<file path="src/rtl/pulse_mon_pkg.sv">
// Shared types and widths for the pulse interval monitor.
package pulse_mon_pkg;

   localparam int unsigned CNT_W_DEF = 8;
   localparam int unsigned STAT_W    = 8;

   typedef enum logic [1:0] {
      ST_IDLE   = 2'd0,
      ST_ACQ    = 2'd1,
      ST_LOCKED = 2'd2,
      ST_LOST   = 2'd3
   } state_e;

endpackage

</file>
<file path="src/rtl/sat_counter.sv">
// Saturating up-counter with synchronous clear; used for the status tallies.
module sat_counter #(
   parameter int unsigned W = 8
) (
   input  logic         clk,
   input  logic         rst_n,
   input  logic         inc,
   input  logic         clr,
   output logic [W-1:0] count
);

   logic [W-1:0] count_q, count_d;

   always_comb begin
      count_d = count_q;
      if (clr) begin
         count_d = '0;
      end else if (inc && (count_q != {W{1'b1}})) begin
         count_d = count_q + W'(1);
      end
   end

   always_ff @(posedge clk or negedge rst_n) begin
      if (!rst_n) count_q <= '0;
      else        count_q <= count_d;
   end

   assign count = count_q;

endmodule

</file>
<file path="src/rtl/pulse_interval_monitor.sv">
// Measures spacing of incoming 1-cycle pulses, tracks lock and error status.
// Optional min/max interval tracking is enabled by defining PULSE_MON_MINMAX_EN.
module pulse_interval_monitor
   import pulse_mon_pkg::*;
#(
   parameter int unsigned EXP_N    = 10,
   parameter int unsigned TOL      = 0,
   parameter int unsigned LOCK_CNT = 3,
   parameter int unsigned CNT_W    = CNT_W_DEF
) (
   input  logic              clk,
   input  logic              rst_n,
   input  logic              pulse_in,
   input  logic              clr,
   output logic [CNT_W-1:0]  interval,
   output logic              interval_valid,
   output logic              locked,
   output logic              early_err,
   output logic              late_err,
   output logic              timeout,
   output logic [STAT_W-1:0] good_count,
   output logic [STAT_W-1:0] err_count,
   output logic [CNT_W-1:0]  ivl_min,
   output logic [CNT_W-1:0]  ivl_max
);

   localparam int unsigned      RUN_W   = $clog2(LOCK_CNT + 1);
   localparam logic [CNT_W-1:0] LO_LIM  = CNT_W'(EXP_N - TOL);
   localparam logic [CNT_W-1:0] HI_LIM  = CNT_W'(EXP_N + TOL);
   localparam logic [CNT_W-1:0] TO_LIM  = CNT_W'(2 * EXP_N + TOL);
   localparam logic [CNT_W-1:0] CNT_MAX = {CNT_W{1'b1}};
   localparam logic [RUN_W-1:0] RUN_TGT = RUN_W'(LOCK_CNT);

   state_e           state_q, state_d;
   logic [CNT_W-1:0] ivl_cnt_q, ivl_cnt_d;
   logic [RUN_W-1:0] good_run_q, good_run_d;
   logic [CNT_W-1:0] interval_q, interval_d;
   logic             valid_q, valid_d;
   logic             early_q, early_d;
   logic             late_q, late_d;
   logic             timeout_q, timeout_d;
   logic             locked_q, locked_d;
   logic             good_inc_c, err_inc_c;
   logic             is_early_c, is_late_c;

   assign is_early_c = (ivl_cnt_q < LO_LIM);
   assign is_late_c  = (ivl_cnt_q > HI_LIM);

   // Next-state, measurement and strobe generation.
   always_comb begin
      state_d    = state_q;
      ivl_cnt_d  = (ivl_cnt_q == CNT_MAX) ? ivl_cnt_q : ivl_cnt_q + CNT_W'(1);
      good_run_d = good_run_q;
      interval_d = interval_q;
      valid_d    = 1'b0;
      early_d    = 1'b0;
      late_d     = 1'b0;
      timeout_d  = timeout_q;
      good_inc_c = 1'b0;
      err_inc_c  = 1'b0;

      unique case (state_q)
         ST_IDLE: begin
            ivl_cnt_d = '0;
            if (pulse_in) begin
               state_d    = ST_ACQ;
               good_run_d = '0;
               ivl_cnt_d  = CNT_W'(1);
            end
         end
         ST_ACQ, ST_LOCKED: begin
            if (pulse_in) begin
               ivl_cnt_d  = CNT_W'(1);
               interval_d = ivl_cnt_q;
               valid_d    = 1'b1;
               if (is_early_c || is_late_c) begin
                  early_d    = is_early_c;
                  late_d     = is_late_c;
                  err_inc_c  = 1'b1;
                  good_run_d = '0;
                  state_d    = ST_ACQ;
               end else begin
                  good_inc_c = 1'b1;
                  if (state_q == ST_ACQ) begin
                     good_run_d = good_run_q + RUN_W'(1);
                     if (good_run_d == RUN_TGT) state_d = ST_LOCKED;
                  end
               end
            end else if (ivl_cnt_q >= TO_LIM) begin
               state_d   = ST_LOST;
               timeout_d = 1'b1;
               err_inc_c = 1'b1;
            end
         end
         ST_LOST: begin
            if (pulse_in) begin
               timeout_d  = 1'b0;
               state_d    = ST_ACQ;
               good_run_d = '0;
               ivl_cnt_d  = CNT_W'(1);
            end
         end
         default: state_d = ST_IDLE;
      endcase

      // Clear wins over any same-cycle pulse.
      if (clr) begin
         state_d    = ST_IDLE;
         ivl_cnt_d  = '0;
         good_run_d = '0;
         interval_d = '0;
         valid_d    = 1'b0;
         early_d    = 1'b0;
         late_d     = 1'b0;
         timeout_d  = 1'b0;
         good_inc_c = 1'b0;
         err_inc_c  = 1'b0;
      end

      locked_d = (state_d == ST_LOCKED);
   end

   always_ff @(posedge clk or negedge rst_n) begin
      if (!rst_n) begin
         state_q    <= ST_IDLE;
         ivl_cnt_q  <= '0;
         good_run_q <= '0;
         interval_q <= '0;
         valid_q    <= 1'b0;
         early_q    <= 1'b0;
         late_q     <= 1'b0;
         timeout_q  <= 1'b0;
         locked_q   <= 1'b0;
      end else begin
         state_q    <= state_d;
         ivl_cnt_q  <= ivl_cnt_d;
         good_run_q <= good_run_d;
         interval_q <= interval_d;
         valid_q    <= valid_d;
         early_q    <= early_d;
         late_q     <= late_d;
         timeout_q  <= timeout_d;
         locked_q   <= locked_d;
      end
   end

   sat_counter #(.W(STAT_W)) u_good_cnt (
      .clk   (clk),
      .rst_n (rst_n),
      .inc   (good_inc_c),
      .clr   (clr),
      .count (good_count)
   );

   sat_counter #(.W(STAT_W)) u_err_cnt (
      .clk   (clk),
      .rst_n (rst_n),
      .inc   (err_inc_c),
      .clr   (clr),
      .count (err_count)
   );

`ifdef PULSE_MON_MINMAX_EN
   logic [CNT_W-1:0] ivl_min_q, ivl_min_d;
   logic [CNT_W-1:0] ivl_max_q, ivl_max_d;

   // Extremes track every reported interval.
   always_comb begin
      ivl_min_d = ivl_min_q;
      ivl_max_d = ivl_max_q;
      if (clr) begin
         ivl_min_d = CNT_MAX;
         ivl_max_d = '0;
      end else if (valid_d) begin
         if (interval_d < ivl_min_q) ivl_min_d = interval_d;
         if (interval_d > ivl_max_q) ivl_max_d = interval_d;
      end
   end

   always_ff @(posedge clk or negedge rst_n) begin
      if (!rst_n) begin
         ivl_min_q <= CNT_MAX;
         ivl_max_q <= '0;
      end else begin
         ivl_min_q <= ivl_min_d;
         ivl_max_q <= ivl_max_d;
      end
   end

   assign ivl_min = ivl_min_q;
   assign ivl_max = ivl_max_q;
`else
   assign ivl_min = '0;
   assign ivl_max = '0;
`endif

   assign interval       = interval_q;
   assign interval_valid = valid_q;
   assign early_err      = early_q;
   assign late_err       = late_q;
   assign timeout        = timeout_q;
   assign locked         = locked_q;

endmodule

</file>
<file path="config.mk">
export PLATFORM = sky130hd
export DESIGN_NAME = pulse_interval_monitor
export DESIGN_NICKNAME = d
export VERILOG_FILES = /design/src/rtl/pulse_mon_pkg.sv /design/src/rtl/sat_counter.sv /design/src/rtl/pulse_interval_monitor.sv
export SDC_FILE = /design/constraint.sdc
export NUM_CORES = 1
export LEC_CHECK = 0
export CAP_MARGIN = 5
export CORE_MARGIN = 3
export CORE_UTILIZATION = 57
export CTS_CLUSTER_SIZE = 28
export DETAILED_ROUTE_END_ITERATION = 16
export DONT_BUFFER_PORTS = 1
export PLACE_DENSITY = 0.75
export SYNTH_ARGS = -nofsm -noshare
export SYNTH_HDL_FRONTEND = slang
export SYNTH_SLANG_ARGS = --single-unit
</file>
<file path="constraint.sdc">
create_clock -name clk -period 2 [get_ports clk]
set_clock_uncertainty 0.05 [all_clocks]
set_input_delay 0.2 -clock clk [delete_from_list [all_inputs] [get_ports clk]]
set_output_delay 0.2 -clock clk [all_outputs]
set_load 0.02 [all_outputs]
</file>
==> metrics list <==
* Status: complete, no violations
- After detailed routing, the average wire length per cell comes to 15.4 µm.
- Once placement finished, the instance area stood at around 2400 µm².
* Synth Register Bits: a little over 40
- The worst hold path begins at pulse_in.
* Global-route wire length before repair: 7450 µm
- The most used flip-flop cell after synthesis is dfrtp_1.
* Pre-Repair DR Iteration Count: 4
* Maximum number of pins on one net before global-route repair: 42
- The finished cells cover 2610 µm².
- After routing, the total negative slack on setup checks comes to 0 ns.
- Count of buffers from port buffering: 0
- Clock buffer count from CTS: 5
* Final Wtd Congestion: 0.836
* Worst r2r src: ivl_cnt_q[0]$_DFFE_PN0P_
- Count of cells along the worst hold path: 2
- Clock tree from TritonCTS: built
* Antenna violations before repair: 0
- Critical Path RT: slightly above 2 ns
- Core Rows: 22
- Final antenna-violating net count: 0
- The synthesized design contains 0 enable-type register cells.
- Period minus WS final: 1.92 ns
- Across every metal layer, demand over resource in global routing totals 19.0%.
- Area growth from synthesis to final layout: 12.2%
* Power Density: 572 nW/µm²
- The completed layout was analyzed and its total power is between 1000 and 1500 µW.
* Hold worst-path end: interval[1]$_DFFE_PN0P_
* Clock Pin Slew Worst Setup and Hold Paths: roughly 0.070 ns
- Of the post-synthesis cell area, the dominant cell type holds 44.1%.
- The number of max-slew violations in the final report was 0.
* Actual slew at the worst max-slew pin: ~1.2 ns
- P_leak: around 0.0011 µW
- Total area of sequential cells: roughly 1000 µm²
* Horizontal extent of the die: about 70 µm
- Post-layout net count: 279
- Yosys printed 0 warnings.
- Number of failing setup endpoints in the final timing report: 0
- Avg Inst Size Synth: 9.61 µm²
- After synthesis, the share of flip-flops with an asynchronous set or reset is between 90% and 100%.
* Worst-case register-to-register setup slack: 0.08 ns
* Worst Setup Path Type: reg -> reg
- Via count of the first global-routing pass: 1614
- Of all nets on the critical path, the largest fanout is 6.
* Area used by multi-input combinational logic: 1170 µm²
- Worst Setup SP: ivl_cnt_q[0]$_DFFE_PN0P_
* Final routed DRC violation total: 0
- Headroom to the max-slew limit came out at 20.6%.
- Post-Synthesis Cell Area: ~2300 µm²
- The number of antenna diodes in the final layout is 0.
* Commonest non-fill, non-tap cells in the layout: 41 x dfrtp_1, 25 x buf_4, 23 x nor2_1
- Worst Reg2Reg Path Length in Cells: 7
* Largest voltage drop on the vdd net: between 0.3 and 0.4 mV
- RR Endpoint: u_err_cnt.count[7]$_DFFE_PN0P_
- Final Hold Viols: 0
- The initial utilization of the core area, before any placement, comes to 61.2%.
- Final setup slack of the worst path: slightly above 0.08 ns
* Clock latency on the worst-skew pair: 0.29 ns
* Number of distinct library cells after synthesis: 45
- Final Routed Wirelength: 4830 µm
- Maximum clock path buffer count: 2
* Area of the core region: 3800 µm²
- Post-Place Setup Slack: 0.0800 ns
- Number of instances in the synthesized netlist: 242
- Setup crit end kind: register
* Fraction of the cycle the final worst path needs: 95.9%
- Dpl hpwl: 3130 µm
* Leading cell type in the layout, fill and taps excluded: dfrtp_1
- Starting DRT DRC Count: 79
- Summed over all instances, the cell type with the most area after synthesis is dfrtp_1.
* Nature of the critical path startpoint: register
- Grt ovf: 0
* Max-cap violations: 0
* Num ports: between 40 and 50
- Unrepaired setup endpoints after global routing: yes
- Per-cell via count in the routed design: 5.74
- Register area share after synthesis: 44.1%
- After filler insertion, the fill cell instance count of the layout stands at 301.
- Data arrival at the endpoint of the critical path: 1.98 ns
* Max Clock Freq: 522 MHz
* Count of vias placed by the detailed router: 1797
* Number of levels in the clock H-tree: 2
* Buffer type at the clock tree root: clkbuf_8
* Area enclosed by the die boundary: 4880 µm²
* Worst hold path type: in -> reg
- In the post-synthesis netlist, the biggest area contributors are dfrtp_1 44%, buf_4 5.5%, ha_1 4.8%, nand3_1 4.5%, xnor2_1 3.8%.
- CTS saw between 40 and 50 sinks.
- Die extent in y: roughly 70 µm
* Ratio of cells with drive above 1 in the final layout: about a fifth
-- worst max-delay path by stage --
stage | to | slack (ns) | cells past startpoint
floorplan | u_good_cnt.count[4]$_DFFE_PN0P_ | 0.06 | 7
detailed placement | u_err_cnt.count[6]$_DFFE_PN0P_ | 0.08 | 7
global route | ivl_cnt_q[0]$_DFFE_PN0P_ | -0.03 | 7
finish | u_err_cnt.count[7]$_DFFE_PN0P_ | 0.08 | 7
CTS | u_err_cnt.count[1]$_DFFE_PN0P_ | 0.02 | 7
global placement | u_err_cnt.count[6]$_DFFE_PN0P_ | 0.15 | 7
-- critical path, cell delays in order, from the launching register on --
cell,delay (ns)
dfrtp_1,0.37
inv_1,0.07
ha_1,0.22
and4b_4,0.21
and3_2,0.28
nor4_2,0.31
xnor2_1,0.15
nor2_1,0.07
-- synth_stat cells, drive strengths merged, types with 2 or more instances --
master / number
a211oi: 3
a21oi: 17
and2: 2
and3: 5
and3b: 2
and4b: 2
buf: 22
clkbuf: 7
dfrtp: 41
ha: 9
inv: 8
mux2i: 3
nand2: 18
nand2b: 2
nand3: 21
nand4: 4
nor2: 23
nor3: 9
nor4: 3
o21ai: 9
or3: 5
xnor2: 10
xor2: 3
-- repair_timing --
action	CTS	global route
gates resized for setup	0	8
endpoints found under the setup margin	0	15
buffers inserted	0	6
hold buffers	4	1
endpoints found under the hold margin	71	1
-- registers in the layout, summed over array words and instances, names as in the netlist --
register / count
interval: 8
ivl_cnt_q: 8
u_err_cnt.count: 8
u_good_cnt.count: 8
good_run_q: 2
state_q: 2
early_err: 1
interval_valid: 1
late_err: 1
locked: 1
timeout: 1
-- power by group --
group | switching [µW] | total, µW | internal (µW)
clock network | 261 | 490 | 229
registers | 8.62 | 846 | 838
logic | 110 | 156 | 45.9
total | 380 | 1490 | 1110
-- area by class of cell --
cell class | count | area share, %
multi-input cells | 180 | 44.9
flip-flops and latches | 41 | 39.3
repair buffers | 30 | 9.50
clock buffers | 5 | 2.64
well taps | 48 | 2.30
inverters | 8 | 1.15
clock inverters | 1 | 0.192
-- stage by stage --
stage | cells | hold slack [ns] | utilization (%)
after global placement | 295 | -0.145 | 63.0
final | 313 | 0.00426 | 68.7
after global routing | 313 | 0.00996 | 68.7
after CTS | 305 | 0.00161 | 66.2
after detailed placement | 295 | -0.145 | 63.0
after floorplan | 257 | -0.146 | -
-- cells by family after synthesis --
kind of cell    Yosys count  share of synthesized area, %
compound gates           38                          10.8
mux                       3                          1.29
fa+ha+maj                 9                          4.84
other cells               1                         0.161
xor+xnor                 13                          4.90
simple gates            100                          24.3
buf+inv                  37                          9.53
flops                    41                          44.1
-- metal layers --
| layer | wire length, µm | global-route usage, % | vias up |
|---|---|---|---|
| met1 | 2160 | 24.6 | 884 |
| li1 | - | - | 851 |
| met5 | 0 | 0 | - |
| met2 | 2300 | 29.8 | 51 |
| met3 | 286 | 5.76 | 11 |
| met4 | 82 | 7.66 | 0 |
No activity file was read; power rests on OpenSTA's default activity.
